### src/rtl/ps2_pkg.sv
// Shared PS/2 definitions: prefix scan codes, frame-state encoding and the
// queued key-event record.
package ps2_pkg;

   localparam logic [7:0] PS2_EXT = 8'hE0;
   localparam logic [7:0] PS2_BRK = 8'hF0;

   typedef enum logic [1:0] {
      ST_IDLE,
      ST_DATA,
      ST_PARITY,
      ST_STOP
   } frame_state_e;

   typedef struct packed {
      logic       ext;
      logic       brk;
      logic [7:0] code;
   } ps2_evt_t;

endpackage

### src/rtl/sync_fifo.sv
// First-word-fall-through FIFO with registered occupancy count; a pop frees
// room for a same-cycle push when full.
module sync_fifo #(
   parameter int unsigned WIDTH = 10,
   parameter int unsigned DEPTH = 8
) (
   input  logic                     clk,
   input  logic                     rst,
   input  logic                     wr_en,
   input  logic [WIDTH-1:0]         wr_data,
   input  logic                     rd_en,
   output logic [WIDTH-1:0]         rd_data,
   output logic                     full,
   output logic                     empty,
   output logic [$clog2(DEPTH):0]   count
);

   localparam int unsigned AW = $clog2(DEPTH);

   logic [WIDTH-1:0] mem_q [DEPTH];
   logic [WIDTH-1:0] mem_d [DEPTH];
   logic [AW-1:0]    wr_ptr_q, wr_ptr_d;
   logic [AW-1:0]    rd_ptr_q, rd_ptr_d;
   logic [AW:0]      count_q, count_d;
   logic             push, pop;

   assign full    = (count_q == (AW+1)'(DEPTH));
   assign empty   = (count_q == '0);
   assign count   = count_q;
   assign rd_data = mem_q[rd_ptr_q];
   assign pop     = rd_en && !empty;
   assign push    = wr_en && (!full || pop);

   always_comb begin
      mem_d    = mem_q;
      wr_ptr_d = wr_ptr_q;
      rd_ptr_d = rd_ptr_q;
      count_d  = count_q;
      if (push) begin
         mem_d[wr_ptr_q] = wr_data;
         wr_ptr_d        = wr_ptr_q + 1'b1;
      end
      if (pop) begin
         rd_ptr_d = rd_ptr_q + 1'b1;
      end
      case ({push, pop})
         2'b10:   count_d = count_q + 1'b1;
         2'b01:   count_d = count_q - 1'b1;
         default: count_d = count_q;
      endcase
   end

   always_ff @(posedge clk or posedge rst) begin
      if (rst) begin
         for (int unsigned i = 0; i < DEPTH; i++) begin
            mem_q[i] <= '0;
         end
         wr_ptr_q <= '0;
         rd_ptr_q <= '0;
         count_q  <= '0;
      end else begin
         mem_q    <= mem_d;
         wr_ptr_q <= wr_ptr_d;
         rd_ptr_q <= rd_ptr_d;
         count_q  <= count_d;
      end
   end

endmodule

### src/rtl/ps2_key_event_queue.sv
// PS/2 keyboard receiver: pin conditioning, 11-bit frame checking, E0/F0
// prefix folding and a FWFT event queue read via valid/ready.
module ps2_key_event_queue
   import ps2_pkg::*;
#(
   parameter int unsigned FILTER_LEN     = 8,
   parameter int unsigned TIMEOUT_CYCLES = 20000,
   parameter int unsigned DEPTH          = 8
) (
   input  logic                   clk,
   input  logic                   rst,
   input  logic                   ps2_clk,
   input  logic                   ps2_data,
   input  logic                   evt_ready,
   input  logic                   clr_err,
   output logic                   evt_valid,
   output logic [7:0]             evt_code,
   output logic                   evt_ext,
   output logic                   evt_brk,
   output logic [$clog2(DEPTH):0] evt_count,
   output logic                   overflow,
   output logic                   frame_err
);

   localparam int unsigned FLT_W = $clog2(FILTER_LEN);
   localparam int unsigned TMO_W = $clog2(TIMEOUT_CYCLES);

   logic clk_meta_q, clk_sync_q, data_meta_q, data_sync_q;
   logic filt_q, filt_d;
   logic [FLT_W-1:0] flt_cnt_q, flt_cnt_d;
   logic fall;

   frame_state_e state_q, state_d;
   logic [2:0]   bit_cnt_q, bit_cnt_d;
   logic [7:0]   shift_q, shift_d;
   logic         parity_q, parity_d;
   logic [TMO_W-1:0] tmo_cnt_q, tmo_cnt_d;
   logic         ext_q, ext_d, brk_q, brk_d;
   logic         emit_q, emit_d;
   ps2_evt_t     emit_evt_q, emit_evt_d;
   logic         frame_err_q, frame_err_d;
   logic         overflow_q, overflow_d;
   logic         err_set;

   ps2_evt_t head;
   logic     fifo_full, fifo_empty, pop, drop;

   // Edge is accepted only after the pin has disagreed with the filter for FILTER_LEN cycles
   always_comb begin
      filt_d    = filt_q;
      flt_cnt_d = '0;
      if (clk_sync_q != filt_q) begin
         if (flt_cnt_q == FLT_W'(FILTER_LEN - 1)) begin
            filt_d = clk_sync_q;
         end else begin
            flt_cnt_d = flt_cnt_q + 1'b1;
         end
      end
   end

   assign fall = filt_q && !filt_d;

   always_comb begin
      state_d    = state_q;
      bit_cnt_d  = bit_cnt_q;
      shift_d    = shift_q;
      parity_d   = parity_q;
      tmo_cnt_d  = '0;
      ext_d      = ext_q;
      brk_d      = brk_q;
      emit_d     = 1'b0;
      emit_evt_d = emit_evt_q;
      err_set    = 1'b0;

      if (state_q != ST_IDLE && !fall) begin
         if (tmo_cnt_q == TMO_W'(TIMEOUT_CYCLES - 1)) begin
            state_d = ST_IDLE;
            err_set = 1'b1;
            ext_d   = 1'b0;
            brk_d   = 1'b0;
         end else begin
            tmo_cnt_d = tmo_cnt_q + 1'b1;
         end
      end

      if (fall) begin
         case (state_q)
            ST_IDLE: begin
               if (!data_sync_q) begin
                  state_d   = ST_DATA;
                  bit_cnt_d = '0;
               end
            end
            ST_DATA: begin
               shift_d   = {data_sync_q, shift_q[7:1]};
               bit_cnt_d = bit_cnt_q + 1'b1;
               if (bit_cnt_q == 3'd7) state_d = ST_PARITY;
            end
            ST_PARITY: begin
               parity_d = data_sync_q;
               state_d  = ST_STOP;
            end
            ST_STOP: begin
               state_d = ST_IDLE;
               if (data_sync_q && (^{shift_q, parity_q})) begin
                  if (shift_q == PS2_EXT) begin
                     ext_d = 1'b1;
                  end else if (shift_q == PS2_BRK) begin
                     brk_d = 1'b1;
                  end else begin
                     emit_d     = 1'b1;
                     emit_evt_d = '{ext: ext_q, brk: brk_q, code: shift_q};
                     ext_d      = 1'b0;
                     brk_d      = 1'b0;
                  end
               end else begin
                  err_set = 1'b1;
                  ext_d   = 1'b0;
                  brk_d   = 1'b0;
               end
            end
            default: state_d = ST_IDLE;
         endcase
      end
   end

   assign pop  = !fifo_empty && evt_ready;
   assign drop = emit_q && fifo_full && !pop;

   always_comb begin
      frame_err_d = frame_err_q;
      overflow_d  = overflow_q;
      if (clr_err) begin
         frame_err_d = 1'b0;
         overflow_d  = 1'b0;
      end
      if (err_set) frame_err_d = 1'b1;
      if (drop)    overflow_d  = 1'b1;
   end

   always_ff @(posedge clk or posedge rst) begin
      if (rst) begin
         clk_meta_q  <= 1'b1;
         clk_sync_q  <= 1'b1;
         data_meta_q <= 1'b1;
         data_sync_q <= 1'b1;
         filt_q      <= 1'b1;
         flt_cnt_q   <= '0;
         state_q     <= ST_IDLE;
         bit_cnt_q   <= '0;
         shift_q     <= '0;
         parity_q    <= 1'b0;
         tmo_cnt_q   <= '0;
         ext_q       <= 1'b0;
         brk_q       <= 1'b0;
         emit_q      <= 1'b0;
         emit_evt_q  <= '0;
         frame_err_q <= 1'b0;
         overflow_q  <= 1'b0;
      end else begin
         clk_meta_q  <= ps2_clk;
         clk_sync_q  <= clk_meta_q;
         data_meta_q <= ps2_data;
         data_sync_q <= data_meta_q;
         filt_q      <= filt_d;
         flt_cnt_q   <= flt_cnt_d;
         state_q     <= state_d;
         bit_cnt_q   <= bit_cnt_d;
         shift_q     <= shift_d;
         parity_q    <= parity_d;
         tmo_cnt_q   <= tmo_cnt_d;
         ext_q       <= ext_d;
         brk_q       <= brk_d;
         emit_q      <= emit_d;
         emit_evt_q  <= emit_evt_d;
         frame_err_q <= frame_err_d;
         overflow_q  <= overflow_d;
      end
   end

   sync_fifo #(
      .WIDTH ($bits(ps2_evt_t)),
      .DEPTH (DEPTH)
   ) u_fifo (
      .clk     (clk),
      .rst     (rst),
      .wr_en   (emit_q),
      .wr_data (emit_evt_q),
      .rd_en   (evt_ready),
      .rd_data (head),
      .full    (fifo_full),
      .empty   (fifo_empty),
      .count   (evt_count)
   );

   assign evt_valid = !fifo_empty;
   assign evt_code  = head.code;
   assign evt_ext   = head.ext;
   assign evt_brk   = head.brk;
   assign overflow  = overflow_q;
   assign frame_err = frame_err_q;

endmodule
### config.mk
export PLATFORM = sky130hd
export DESIGN_NAME = ps2_key_event_queue
export DESIGN_NICKNAME = d
export VERILOG_FILES = /design/src/rtl/ps2_pkg.sv /design/src/rtl/sync_fifo.sv /design/src/rtl/ps2_key_event_queue.sv
export SDC_FILE = /design/constraint.sdc
export NUM_CORES = 1
export LEC_CHECK = 0
export CAP_MARGIN = 20
export CORE_MARGIN = 2
export CORE_UTILIZATION = 45
export DETAILED_ROUTE_END_ITERATION = 10
export GPL_TIMING_DRIVEN = 0
export SLEW_MARGIN = 20
export SYNTH_ARGS = -nofsm -noshare
export SYNTH_HDL_FRONTEND = slang
export SYNTH_SLANG_ARGS = --single-unit
export TNS_END_PERCENT = 5
### constraint.sdc
create_clock -name clk -period 5.3 [get_ports clk]
set_clock_uncertainty 0.2 [all_clocks]
set_input_delay 0.53 -clock clk [delete_from_list [all_inputs] [get_ports clk]]
set_output_delay 0.53 -clock clk [all_outputs]
set_load 0.05 [all_outputs]
Yosys cells after proc, flatten, opt, wreduce, memory -nomap -nowiden
Index checks and enable logic that the tools add are counted.

word-level totals
  memories = 0
  memory bits (writable) = 0
  bits in latches = 0
  ROM bits = 0
  word-level logic and storage cells = 131
  bits in registers = 142

operators by class
  divide/modulo/power cells = 0
  add/sub/neg operators = 7
  equal/unequal tests = 13
  bitwise gates (word level) = 4
  mux-type cells = 48
  shift operators = 0
  multiply operators = 0
  reductions and logical operators = 26
  order comparisons = 3

operators with widths
  cell                   count
  $bwmux 80              1
  $bmux 10 s3            1
  $demux 10 s3           1
  $mux 10                3
  $mux 15                2
  $mux 1                 29
  $eq 8x8->1 const B     2
  $add 15x1->15 const B  1
  $eq 15x15->1 const B   1
  $add 3x1->3 const B    4
  $mux 2                 5
  $reduce_bool 2->1      5
  $mux 3                 3
  $reduce_xor 9->1       1
  $ge 4x4->1 const B     2
  $logic_and 1x1->1      8
  $not 3->4              2
  $pmux 2 s4             1
  $pmux 4 s2             1
  $eq 2x2->1 const B     3
  $eq 3x3->1 const B     2
  $pmux 3 s2             1
  $logic_not 1->1        5
  $reduce_and 5->1       1
  other kinds (13)       16

Logic depth before layout (Yosys ltp)
  depth after elaboration = 13
  gate-level depth with buffers = 10

Cells and area by module
From an unflattened synthesis, not the netlist that was laid out.

unflattened totals
  cell total of the unflattened synthesis = 460
  area total of the unflattened synthesis = 6632.6 um^2

by module, submodules not included
  module               times used  sequential area each (um^2)  area each (um^2)  cells an instance
  sync_fifo            1           2252.2                       4315.4            268
  ps2_key_event_queue  1           1307.5                       2317.2            192

Least setup slack after synthesis
OpenSTA, ideal clock, no wires.

  path type = reg2reg
  from = reg u_fifo.count_q[3] (netlist: u_fifo.count[3])
  to = reg u_fifo.count_q[2] (netlist: u_fifo.count[2])
  period minus slack after synthesis = 3179 ps
  library setup time = 148 ps
  data arrival time = 2832 ps
  data required time = 4952 ps
  slack = 2121 ps
  path buffers = 0
  cell stages (with the launch flop) = 11
  path through = dfrtp_1 or4_1 nand2_1 inv_1 ha_1 xor2_1 ha_1 a21oi_1 xor2_1 nor2_1 xor2_1

on the way
  word-level cells in the longest chain between the ends = 7
  elaborated cells on any way between the ends = 11
  classes of those cells = eq/ne: 3; mux: 1; reduce/logical: 7

RTL lines
  what                                                    RTL line                   text
  start, declared                                         sync_fifo.sv:24            logic [AW:0] count_q, count_d;
  start signal, assigned                                  sync_fifo.sv:65            count_q <= count_d;
  $logic_not 4->1 (*)                                     sync_fifo.sv:28            assign empty = (count_q == '0);
  $logic_not 1->1 (*)                                     n/a
  named net evt_valid                                     ps2_key_event_queue.sv:16  output logic evt_valid,
  $logic_and 1x1->1 (*)                                   sync_fifo.sv:31            assign pop = rd_en && !empty;
  named net pop                                           ps2_key_event_queue.sv:46  logic fifo_full, fifo_empty, pop, drop;
  $logic_or 1x1->1                                        sync_fifo.sv:32            assign push = wr_en && (!full || pop);
  $logic_and 1x1->1                                       sync_fifo.sv:32
  $eq 2x1->1 / $eq 2x2->1 (equally long branches)         sync_fifo.sv:46            case ({push, pop})
  $pmux 4 s2 / $reduce_bool 2->1 (equally long branches)  n/a

Mark *: on every way through the listed nets, which the timed path passes. The rest lies on a longest branch.
A chain may end at the register's enable or synchronous reset.

Worst setup path in the final report
  from = reg u_fifo.rd_ptr_q[1]
  to = out evt_code[4]

on the way
  word-level cells in the longest chain between the ends = 4

RTL lines
  what                                        RTL line                   text
  start, declared                             sync_fifo.sv:23            logic [AW-1:0] rd_ptr_q, rd_ptr_d;
  start signal, assigned                      sync_fifo.sv:64            rd_ptr_q <= rd_ptr_d;
  $not 3->4 (not written as such)             sync_fifo.sv:30            assign rd_data = mem_q[rd_ptr_q];
  $bmux 10 s3                                 sync_fifo.sv:30
  $mux 10 (not written as such) (2 in a row)  sync_fifo.sv:30
  end, declared                               ps2_key_event_queue.sv:17  output logic [7:0] evt_code,

Every way passes these cells. The select of a mux whose other input is x is not followed.

==> metrics.md <==
| Metric | Value |
|---|---|
| FILL cells | `~1,100` |
| Min-delay worst type | `register to register` |
| Clock Latency Late Sink | `0.42 ns` |
| Synth top area cells | `dfrtp_1 (53%), mux2_2 (19%), mux4_2 (7.0%), dfstp_2 (2.0%), xnor2_1 (2.0%)` |
| Post-Synthesis Cell Area | `about 0.0064 sq mm` |
| DP Worst Slack | `approximately 1.7 ns` |
| Worst EP arrival | `3.29 ns` |
| Leakage | `roughly 0.0035 uW` |
| Row count | `between 40 and 50` |
| Worst setup SP type | `register` |
| Pwr dens | `around 370 mW/mm^2` |
| Area leader, netlist | `dfrtp_1` |
| Yosys top cell area share | `between 50% and 60%` |
| Net count, final | `511` |
| Ports | `23` |
| Final Critical Period | `between 4 and 5 ns` |
| Routed Antenna Nets | `0` |
| Hold path start | `data_meta_q` |
| CTS H-tree lvls | `4` |
| Start point of the critical path | `u_fifo.rd_ptr_q[1]` |
| Final critical-path share of the clock period | `about 76%` |
| Synth warnings | `0` |
| First-pass DRT Iterations | `4` |
| Total Power | `roughly 2800 uW` |
| Unique masters post-synth | `between 50 and 60` |
| Cts hold-fix bufs | `0` |
| Crit path largest cell delay | `~0.7 ns` |
| Syn nets | `approximately 470` |
| # DRC | `0` |
| R2r setup slk | `2.63 ns` |
| Antenna violations before repair | `0` |
| Leading cell types by count after synthesis | `dfrtp_1 (137), mux2_2 (110), nor2_1 (27), mux4_2 (20), nand2_1 (20)` |
| CTS buffer count | `17` |
| Logic pwr share | `roughly 16%` |
| Register area | `~0.0036 sq mm` |
| Fin worst setup slack | `1.28 ns` |
| Predominant post-synthesis flop cell | `dfrtp_1` |
| Multi-input logic area | `~0.0028 sq mm` |
| GPL Wtd Cong | `0.768` |
| CTS root buf | `clkbuf_16` |
| Vias | `roughly 3,700` |
| Outcome | `finished, final reports clean` |
| Post-Synthesis Cells | `between 400 and 500` |
| Most common cell in the netlist | `dfrtp_1` |
| Avg WL per Cell | `17.7 um` |
| Pin count of the biggest net entering global routing | `98` |
| Slew @ Worst Pin | `around 0.84 ns` |
| Global-route wire length before repair | `around 20,000 um` |
| Crit. End Element | `output port` |
| Critical-path maximum fanout | `10` |
| First DRT Iteration DRCs | `240` |
| Post-synth ARST share | `100%` |
| Sinks on Clock Net | `roughly 140` |
| Clk slew on worst S/H paths | `0.06 ns` |
| Initial core utilization | `between 40% and 50%` |
| Die Ht | `about 120 um` |
| Number of flops mapped to enable cells by yosys | `0` |
| Die footprint | `~0.015 sq mm` |
| Grt ovf | `0` |
| Worst R2R Start | `u_fifo.count[3]` |
| Sequential element share of the synthesized area | `approximately 55%` |
| Max Clock Freq | `about 250 MHz` |
| Routed Wire Length | `12,100 um` |
| Crit-path slowest cell | `clkdlybuf4s50_1` |
| Synthesized area per cell | `approximately 14 sq um` |
| Crit path kind | `register to output port` |
| CORE AREA | `roughly 0.014 sq mm` |
| Post CTS Setup Buffer Count | `0` |
| # resized after CTS | `0` |
| Gr usage total | `between 15 and 20%` |
| Chip Width | `124 um` |
| Synth Register Bits | `about 140` |
| CP cell instances | `buf_2, clkbuf_1, mux4_2, mux2_2, clkdlybuf4s50_1` |
| Area Growth Syn to Fin | `16.4%` |
| VDD IR max | `0.000233 V` |
| Worst rel slew slack | `44.2%` |
| Max-Cap Viols | `0` |
| Setup violators final | `0` |
| Antenna fix cells | `0` |
| CTS tree | `built` |
| Switch Pwr | `about 790 uW` |
| Internal | `about 2000 uW` |
| Worst Path Required | `4.57 ns` |
| Slew Viols, Final | `0` |
| Share of cells above drive strength 1 | `approximately 37%` |
| PortBufs | `22` |
| Unrepaired setup endpoints after global routing | `no` |
| Final Hold Vio Count | `0` |
| Clock Power Share | `41.2%` |
| Cell Count, Final, Fillers Out | `688` |
| Number of global-route vias before repair | `~3,800` |
| Cells after DPL | `approximately 660` |
| Post-DP HPWL | `7860 um` |
| Via/cell ratio | `5.35` |
| Clk buf depth | `2` |
| Flop pwr share | `43.0%` |
| Switching portion of total power | `28.5%` |
## layout make-up
| type | count | area share (%) |
|---|---|---|
| timing repair buffer | 23 | 3.30 |
| clock buffer | 18 | 5.85 |
| sequential | 142 | 47.4 |
| inverter | 9 | 0.550 |
| buffer | 12 | 0.750 |
| tap | 180 | 3.00 |
| clock inverter | 14 | 1.80 |
| multi-input combinational | 290 | 37.3 |
## placed cells by master, fill, tap and decap left out, drive strengths merged, types with 4 or more instances in the layout
master,instances
dfrtp,137
mux2,110
nor2,29
clkbuf,24
clkdlybuf4s50,22
nand2,22
mux4,20
nand3,17
xnor2,16
xor2,13
inv,13
ha,10
buf,7
o21ai,5
and3,5
dfstp,5
clkinv,5
nor3,4
nor2b,4
clkinvlp,4
a31oi,4
## per-stage QoR
step	hold WS [ns]	area (sq um)	setup TNS, ns	utilization (%)
after floorplan	0.145	6450	0	-
after global placement	0.146	6890	-151.45	49.5
after detailed placement	0.147	6930	0	49.7
after CTS	0.158	7500	0	53.8
after global routing	0.164	7500	0	53.8
final	0.158	7500	0	53.8
## worst max-delay path, delay by kind of cell, from the launching register on
family / cells / cell delay, ns
buffers and inverters: 3 / 1.69
muxes: 2 / 0.73
DFF: 1 / 0.46
## cells by family after synthesis
kind of cell	after synthesis	share of synthesized area (%)
adder cells (fa/ha/maj)	10	1.94
multiplexers	130	26.2
AND/OR/NAND/NOR	100	8.42
flip-flops	142	55.2
buffers and inverters	21	1.40
AO/OA/AOI/OAI	20	2.23
XOR/XNOR	30	4.60
## power groups by stage
stage / Clock, uW / Sequential, uW / Combinational (uW)
5_1_grt: 1220 / 1190 / 475
3_5_place_dp: 0 / 1210 / 448
3_3_place_gp: 0 / 1210 / 439
2_1_floorplan: 0 / 1250 / 266
6_report: 1140 / 1190 / 436
4_1_cts: 1170 / 1190 / 450
## worst paths after layout
check	depth (start not counted)	to
max	5	evt_code[4]
min reg2reg	0	data_sync_q
min in group asynchronous	2	overflow
min	0	data_sync_q
max in group asynchronous	3	u_fifo.mem_q[2]
max reg2reg	10	u_fifo.count[2]
## metal layers
layer,share of wire [%],GRT usage (%),vias to the layer above
li1,-,-,1725
met1,46,23.4,1917
met2,50,28.7,33
met3,2.5,5.22,9
met4,0.92,5.54,0
met5,0,0,-
## registers in the layout, summed over array words and instances (netlist names), 2 cells and up
signal	flops
bit_cnt_q	3
emit_evt_q	10
flt_cnt_q	3
shift_q	8
state_q	2
tmo_cnt_q	15
u_fifo.count	4
u_fifo.mem_q	80
u_fifo.rd_ptr_q	3
u_fifo.wr_ptr_q	3
Power figures use the tool's default switching activity.
